`src/rtl/ahblite_decode_mux.sv`:
```
// Single-master AHB-Lite address decoder and response mux with an internal ERROR default slave.
// Optional AHB_DECODE_ERR_CAPTURE_EN adds ERR_CLR/ERR_FLAG/ERR_ADDR decode-error capture.
module ahblite_decode_mux #(
    parameter logic [3:0] S0_REGION = 4'h0,
    parameter logic [3:0] S1_REGION = 4'h2,
    parameter logic [3:0] S2_REGION = 4'h4,
    parameter logic [3:0] S3_REGION = 4'h5
) (
    input  logic         HCLK,
    input  logic         HRESETn,
    input  logic [31:0]  HADDR,
    input  logic [1:0]   HTRANS,
    output logic         HREADY,
    output logic [31:0]  HRDATA,
    output logic [1:0]   HRESP,
    output logic [3:0]   HSEL_S,
    input  logic [3:0]   HREADYOUT_S,
    input  logic [127:0] HRDATA_S,
    input  logic [7:0]   HRESP_S
`ifdef AHB_DECODE_ERR_CAPTURE_EN
    ,
    input  logic         ERR_CLR,
    output logic         ERR_FLAG,
    output logic [31:0]  ERR_ADDR
`endif
);
    localparam int NUM_SLV = 4;

    localparam logic [1:0] DS_IDLE = 2'd0;
    localparam logic [1:0] DS_ERR1 = 2'd1;
    localparam logic [1:0] DS_ERR2 = 2'd2;

    localparam logic [1:0] RESP_OKAY  = 2'b00;
    localparam logic [1:0] RESP_ERROR = 2'b01;

    logic [NUM_SLV-1:0][3:0]  region;
    logic [NUM_SLV-1:0][31:0] rdata_s;
    logic [NUM_SLV-1:0][1:0]  resp_s;
    logic [NUM_SLV:0]         dec;
    logic [NUM_SLV:0]         dsel;
    logic [1:0]               ds_state;
    logic [1:0]               ds_next;
    logic                     err_accept;

    assign region  = {S3_REGION, S2_REGION, S1_REGION, S0_REGION};
    assign rdata_s = HRDATA_S;
    assign resp_s  = HRESP_S;

    // Lowest index claims overlapping regions; the top bit is the default slave.
    always_comb begin
        dec = '0;
        for (int n = 0; n < NUM_SLV; n++)
            if (dec == '0 && HADDR[31:28] == region[n]) dec[n] = 1'b1;
        if (dec == '0) dec[NUM_SLV] = 1'b1;
    end

    assign HSEL_S     = dec[NUM_SLV-1:0];
    assign err_accept = HREADY & HTRANS[1] & dec[NUM_SLV];

    always_ff @(posedge HCLK or negedge HRESETn) begin
        if (!HRESETn)
            dsel <= '0;
        else if (HREADY)
            dsel <= dec;
    end

    // ERR2 either retires the error or chains straight into the next unmapped access.
    always_comb begin
        ds_next = ds_state;
        case (ds_state)
            DS_IDLE: if (err_accept) ds_next = DS_ERR1;
            DS_ERR1: ds_next = DS_ERR2;
            DS_ERR2: ds_next = err_accept ? DS_ERR1 : DS_IDLE;
            default: ds_next = DS_IDLE;
        endcase
    end

    always_ff @(posedge HCLK or negedge HRESETn) begin
        if (!HRESETn)
            ds_state <= DS_IDLE;
        else
            ds_state <= ds_next;
    end

    always_comb begin
        HREADY = 1'b1;
        HRDATA = '0;
        HRESP  = RESP_OKAY;
        for (int n = 0; n < NUM_SLV; n++) begin
            if (dsel[n]) begin
                HREADY = HREADYOUT_S[n];
                HRDATA = rdata_s[n];
                HRESP  = resp_s[n];
            end
        end
        if (dsel[NUM_SLV]) begin
            HREADY = (ds_state != DS_ERR1);
            HRESP  = (ds_state == DS_IDLE) ? RESP_OKAY : RESP_ERROR;
        end
    end

`ifdef AHB_DECODE_ERR_CAPTURE_EN
    // A new capture outranks a clear in the same cycle.
    always_ff @(posedge HCLK or negedge HRESETn) begin
        if (!HRESETn) begin
            ERR_FLAG <= 1'b0;
            ERR_ADDR <= '0;
        end else if (err_accept) begin
            ERR_FLAG <= 1'b1;
            ERR_ADDR <= HADDR;
        end else if (ERR_CLR) begin
            ERR_FLAG <= 1'b0;
        end
    end
`endif

    logic unused_bits;
    assign unused_bits = ^{HADDR[27:0], HTRANS[0]};

endmodule

```
`config.mk`:
```
export PLATFORM = sky130hd
export DESIGN_NAME = ahblite_decode_mux
export DESIGN_NICKNAME = d
export VERILOG_FILES = /design/src/rtl/ahblite_decode_mux.sv
export SDC_FILE = /design/constraint.sdc
export NUM_CORES = 1
export LEC_CHECK = 0
export CAP_MARGIN = 25
export CORE_ASPECT_RATIO = 1.5
export CORE_MARGIN = 4
export CORE_UTILIZATION = 24
export CTS_BUF_LIST = sky130_fd_sc_hd__clkbuf_4
export CTS_CLUSTER_DIAMETER = 120
export DETAILED_ROUTE_END_ITERATION = 10
export GPL_TIMING_DRIVEN = 0
export HOLD_SLACK_MARGIN = 0.12
export PLACE_DENSITY = 0.81
export SYNTH_ARGS = -nofsm -noshare
export SYNTH_HDL_FRONTEND = slang
export SYNTH_SLANG_ARGS = --single-unit
export TNS_END_PERCENT = 5
```
`constraint.sdc`:
```
create_clock -name HCLK -period 2.1 [get_ports HCLK]
set_input_delay 0.42 -clock HCLK [delete_from_list [all_inputs] [get_ports HCLK]]
set_output_delay 0.42 -clock HCLK [all_outputs]
set_load 0.1 [all_outputs]
```
==> impl_results.md, run 1 <==
* Final WS setup at -0.03930 ns
* Worst Hold Slack at 0.4236 ns
* Vias at 2635
* PwrDens at 457.2 nW/um^2
* Mean Syn Cell Area at 6.969 um^2
* Diode count at 0
* Detail Placement HPWL at 7196 um
* GPL Wtd Cong at 0.8304
* Most frequent cells in the layout: clkdlybuf4s50_1 (144), nand2_1 (40), nor2b_1 (31), o31ai_4 (31), buf_12 (27)
* Total grt overflow at 0
* Port bufs at 185
* CTS Hold Bufs at 0
* Slew headroom at 0.7647
* Die area at 7341 um^2
* DP Worst Slack at -1.244 ns
* Core area at 5828 um^2
* VDD IR max at 0.2644 mV
* RSZ-0062 raised after global routing: true
* Class of the worst hold path: in2async
* Crit path time final at 2.139 ns
* Starting Density at 0.2475
* Worst setup path class: reg2out
* Synth cell types at 28
* Syn Nets at 383
* Placed standard-cell area at 3846 um^2
* CTS Sinks at 7
* Post-synth EDFFs at 0
* Max Cap Violations at 0
* Largest net degree at the start of global routing at 11
* Die width at 71.31 um
* Final wirelength at 11000 um
* Crit Path Max Fanout at 8
* Slew Limit Fails at 0
* # rows at 34
* Register area at 175.2 um^2
* Final Hold Viols at 0
* DP Cell Count at 464
* #FFs+latches synth at 7
* WP data required at 1.68 ns
* Worst-margin pin slew at 0.3521 ns
* DR vias/cell at 5.571
* Vias in the first global route at 2635
* Cell Chain, Critical Path: nor2b_2, buf_6, buf_8, a221oi_4, o31ai_4, buf_12
* Most common cell after layout, fill and taps aside: clkdlybuf4s50_1
* Global-route wire length before repair at 14210 um
* Top FF cell, synth: dfrtp_1
* Root buffer cell: clkbuf_4
* Post-DRT Antenna Nets at 0
* Maximum clock skew at final layout at 0.0005891 ns
* Worst setup EP type: output pin
* H-Tree Level Count at 1
* Outcome: complete, but fails checks
* Post-DR wirelength/cell at 23.26 um
* Worst-skew pair later-pin latency at 0.26 ns
* IO Count at 215
* Fmax at 0.4674 GHz
* Post-Syn Instances at 207
* Die Height at 103.0 um
* Layout cell share with drive strength beyond 1 at 0.3815
* Initial antenna violation count at 0
* Period Utilization, post-route at 1.019
* Violated checks: negative setup slack
* CP startpoint kind: flip-flop
* YS warnings at 0
* Syn Std Cell Area at 1443 um^2
* DRC viols at 0
* Area of the multi-input gates at 1978 um^2
* Synthesis-to-layout area growth at 233.7%
* Setup TNS at -0.2317 ns
* CP peak stage delay at 0.38 ns
* WP data arrival at 1.72 ns
* Async SR Flop Fraction at 1.000
* Nets at 578
* CTS buffer count at 3
* Fin cells at 473
* Drt first-iter violations at 116
* TritonCTS clock tree: built
* Crit-path slowest cell: dfrtp_1
* Sequential area share after synthesis at 0.1214
* Overall Global Routing Usage at 0.2459
* Static leakage at 0.001790 uW
* Max clock buf depth at 2
* Clk slew on worst S/H paths at 0.05 ns
* Final Instance Area at 4815 um^2
* Fill cells at 281
* Drt pass-1 iters at 6
* Setup violators final at 14
==> Yosys cell counts, drive strengths merged, types with 2 or more instances <==
library cell  number  area share
o31ai             31        0.16
mux2               2       0.021
nor2               3      0.0078
nor2b             35        0.16
nand3b             2       0.010
a21oi              6       0.021
o21ai              4       0.016
nor3b              2       0.010
a211o              2       0.012
a221oi            33        0.20
clkbuf            16       0.042
inv                5       0.013
dfrtp              7        0.12
buf               12       0.051
nand2             40        0.10
==> critical path: cells and delay by family (launching register included) <==
kind                   cells  cell delay [ns]
AND/OR/NAND/NOR            1             0.12
flip-flops                 1             0.38
AO/OA/AOI/OAI              2             0.40
buffers and inverters      3             0.55
==> through the flow <==
stage                       util  total power, uW
final                     0.8261             2201
after global routing      0.8261             2255
after CTS                 0.7851             2090
after detailed placement  0.6599             1670
after global placement    0.6599             1655
after floorplan                -             1164
==> logic make-up after synthesis <==
family,share of synthesized area
AO/OA/AOI/OAI,0.4458
buffers and inverters,0.1058
flip-flops,0.1214
multiplexers,0.02082
AND/OR/NAND/NOR,0.3061
==> worst paths after layout <==
| kind | depth (start not counted) | slack, ns | endpoint | startpoint |
|---|---|---|---|---|
| setup / recovery | 6 | -0.04 | HRDATA[9] | dsel[1] |
| hold / removal | 1 | 0.42 | dsel[0] | HRESETn |
| setup reg to reg | 6 | 0.41 | dsel[1] | dsel[0] |
| hold reg to reg | 1 | 0.44 | ds_state[1] | ds_state[1] |
| max in group asynchronous | 1 | 1.43 | ds_state[0] | HRESETn |
| min in group HCLK | 1 | 0.44 | ds_state[1] | ds_state[1] |
==> power by group <==
part | leakage, uW | switching, uW | internal [uW]
clock network | 0.0000184 | 53.9 | 85.7
logic | 0.00168 | 1100 | 809
registers | 0.0000906 | 8.26 | 145
total | 0.00179 | 1160 | 1040
==> sequential cells by signal, summed over array words and instances (netlist names) <==
name	count
ds_state	2
dsel	5
==> timing repair <==
item                                    4_1_cts  5_1_grt
endpoints found under the setup margin       39       39
cloned                                        1        0
resized for setup                           405       42
pin swaps                                     3        6
setup buffers                                 4        0
==> area by class of cell <==
cell class / count / area share
plain buffers: 28 / 0.06419
clock buffers: 4 / 0.006237
inverters: 5 / 0.003898
multi-input cells: 167 / 0.4109
flip-flops and latches: 7 / 0.03638
well taps: 72 / 0.01871
repair buffers: 190 / 0.4597
==> per-layer routing <==
layer | wire length [um] | GRT usage | share of wire | vias to the layer above
met5 | 0 | 0 | 0 | -
met4 | 354 | 0.08683 | 0.032 | 0
met3 | 868 | 0.03805 | 0.079 | 27
met2 | 6164 | 0.4972 | 0.56 | 152
met1 | 3611 | 0.2480 | 0.33 | 1276
li1 | - | - | - | 1180
(Power assumes the default switching activity.)
==> run 2: changes to the inputs <==
--- a/config.mk
+++ b/config.mk
@@ -5,6 +5,7 @@
 export SDC_FILE = /design/constraint.sdc
 export NUM_CORES = 1
 export LEC_CHECK = 0
+export ABC_CLOCK_PERIOD_IN_PS = 2100
 export CAP_MARGIN = 25
 export CORE_ASPECT_RATIO = 1.5
 export CORE_MARGIN = 4
@@ -13,7 +14,6 @@
 export CTS_CLUSTER_DIAMETER = 120
 export DETAILED_ROUTE_END_ITERATION = 10
 export GPL_TIMING_DRIVEN = 0
-export HOLD_SLACK_MARGIN = 0.12
 export PLACE_DENSITY = 0.81
 export SYNTH_ARGS = -nofsm -noshare
 export SYNTH_HDL_FRONTEND = slang
==> results of run 2 <==
Same layout as run 1: the final DEF is identical, and so are final timing and power.
==> run 3: changes to the inputs <==
--- a/config.mk
+++ b/config.mk
@@ -6,7 +6,6 @@
 export NUM_CORES = 1
 export LEC_CHECK = 0
 export ABC_CLOCK_PERIOD_IN_PS = 2100
-export CAP_MARGIN = 25
 export CORE_ASPECT_RATIO = 1.5
 export CORE_MARGIN = 4
 export CORE_UTILIZATION = 24
==> results of run 3 <==
Same layout as run 1: the final DEF is identical, and so are final timing and power.
==> edit: new RTL, settings of run 2 <==
Build with the macro `AHB_DECODE_ERR_CAPTURE_EN` defined.
--- a/src/rtl/ahblite_decode_mux.sv
+++ b/src/rtl/ahblite_decode_mux.sv
@@ -1,4 +1,6 @@
 // Single-master AHB-Lite address decoder and response mux with an internal ERROR default slave.
 // Optional AHB_DECODE_ERR_CAPTURE_EN adds ERR_CLR/ERR_FLAG/ERR_ADDR decode-error capture.
+`define AHB_DECODE_ERR_CAPTURE_EN
+
 module ahblite_decode_mux #(
     parameter logic [3:0] S0_REGION = 4'h0,
Interface: changed (added ERR_ADDR, ERR_CLR and ERR_FLAG); port bits go from 215 to 249. No check against the original RTL was run, so the function may have changed too.
==> edit against run 2 <==
  * The flow still finishes with violations (setup timing)
  * Critical path depth up 1
  * Core utilization down 25 points
  * Total power up 100%
  * Hold slack worse by 0.25 ns
  * Setup slack worse by 0.23 ns
  * Final cell count up 51%
  * Design area up 34%
  * Sequential share of layout area up 12 points
  * Routed wire length up 26%
  * Sequential cell count up 33
  * Die area up 80%
  * Synthesized area up 90%
  * Via count up 34%
  * Critical path type unchanged
  * Largest cell class unchanged
==> edit: results (changes against run 2) <==
status finished, violations left (unchanged); violated checks setup timing (unchanged); M1 wire length 4810 µm (was 3610 µm); vias in the first global route 3,945 (was 2,635); crit path DAT 1.95 ns (was 1.72 ns); r2r setup slk -0.08 ns (was 0.41 ns); Post-Syn Nets 483 (was 383); vias 3,520 (was 2,635); mux contribution to synthesized area 18.8% (was 2.08%); fill count 883 (was 281); DR iter-0 viols 125 (was 116); crit path to HRDATA[13] (was HRDATA[9]); largest net degree at the start of global routing 41 (was 11); crit-path max cell delay 0.43 ns (was 0.38 ns); Synth top cells by count dfrtp_1 (40), a21oi_1 (38), nand2_1 (37), nor2_1 (34), o21ai_0 (32) (was nand2_1 (40), nor2b_1 (34), a221oi_1 (33), o31ai_1 (31), clkbuf_1 (16)); Seq/Total Area, Yosys 36.5% (was 12.1%); CTS Buf Count 5 (was 3); Synth Area in Compound Gates 23.4% (was 44.6%); final net count 741 (was 578); met2 routed WL 7040 µm (was 6160 µm); post-CTS setup buffers 5 (was 4); met3 WL 1590 µm (was 868 µm); CP max-delay cell dfrtp_1 (unchanged); H-tree depth 2 (was 1); Resized cells post-CTS 442 (was 405); Worst VDD drop 0.657 mV (was 0.264 mV); grt met2 use 35.3% (was 49.7%); drt wl/cell 19.5 µm (was 23.3 µm); met3 Track Usage GR 6.35% (was 3.80%); cell family with most CP delay simple AND/OR/NAND/NOR gates (was buffers and inverters); top cells by area, synth dfrtp_1 (37%), mux2_4 (16%), a22oi_1 (8.5%) (was a221oi_1 (20%), o31ai_1 (16%), nor2b_1 (15%)); biggest regs ERR_ADDR (32), dsel (5), ds_state (2) (was dsel (5), ds_state (2)); skew final 0.0131 ns (was 0.000589 ns); PnR worst setup slack -0.270 ns (was -0.0393 ns); gpl congestion 0.793 (was 0.830); Slew @ Worst Pin 0.998 ns (was 0.352 ns); overall routing resource usage 19.6% (was 24.6%); setup violators final 64 (was 14); HPWL after detailed placement 10,600 µm (was 7200 µm); synth unique cells 30 (was 28); static leakage 2.64 nW (was 1.79 nW); drt first pass iters 5 (was 6); FF-to-FF path depth 8 (was 6); layout cells sized above 1 33.3% (was 38.2%)
-- edit: cell types whose count changed after synthesis, moves of 30 or more --
cell and delta:
a21oi_1 +32, dfrtp_1 +33, o21ai_0 +30, nor2b_1 -30, a22oi_1 +31, nor2_1 +31
o31ai_1 -31, a221oi_1 -31
-- edit: kinds of logic (layout without fill, tap and decap cells) --
kind of cell | count (synthesis) | in the layout
AO/OA/AOI/OAI | 107 | 107
buffers and inverters | 37 | 296
flip-flops | 40 | 40
multiplexers | 36 | 36
AND/OR/NAND/NOR | 86 | 86
-- edit: layout make-up --
class	instances	share of cell area (%)
Multi-Input combinational cell	229	31.7
Clock buffer	7	0.817
Timing Repair Buffer	254	44.5
Clock inverter	1	0.0584
Buffer	29	4.18
Tap cell	147	2.86
Sequential cell	40	15.6
Inverter	5	0.292
-- edit: how the worst min path moves through the flow --
stage	from	to	slack (ns)	cells after the start
3_5_place_dp	ds_state[1]	ds_state[1]	0.44	1
6_report	HRESETn	ERR_ADDR[14]	0.17	1
2_1_floorplan	HRESETn	ERR_ADDR[0]	0.12	0
5_1_grt	HRESETn	ERR_ADDR[17]	0.22	1
3_3_place_gp	ds_state[0]	ds_state[0]	0.43	1
4_1_cts	HRESETn	ERR_ADDR[17]	0.19	1
-- edit: power by group --
| group | switching [mW] | internal [mW] |
|---|---|---|
| combinational | 2.04 | 1.04 |
| sequential | 0.0920 | 0.916 |
| clock | 0.256 | 0.155 |
| total | 2.39 | 2.11 |
-- edit: metrics by stage --
stage	total power, mW	util, %	instance area [µm²]	instances	TNS (ns)
floorplan	3.08	-	3110	306	-3.60
global placement	3.93	51.9	5770	700	-73.60
detailed placement	3.96	52.1	5790	702	-63.11
CTS	4.50	57.5	6390	712	-11.04
global route	4.65	57.8	6430	712	-16.44
finish	4.50	57.8	6430	712	-8.83
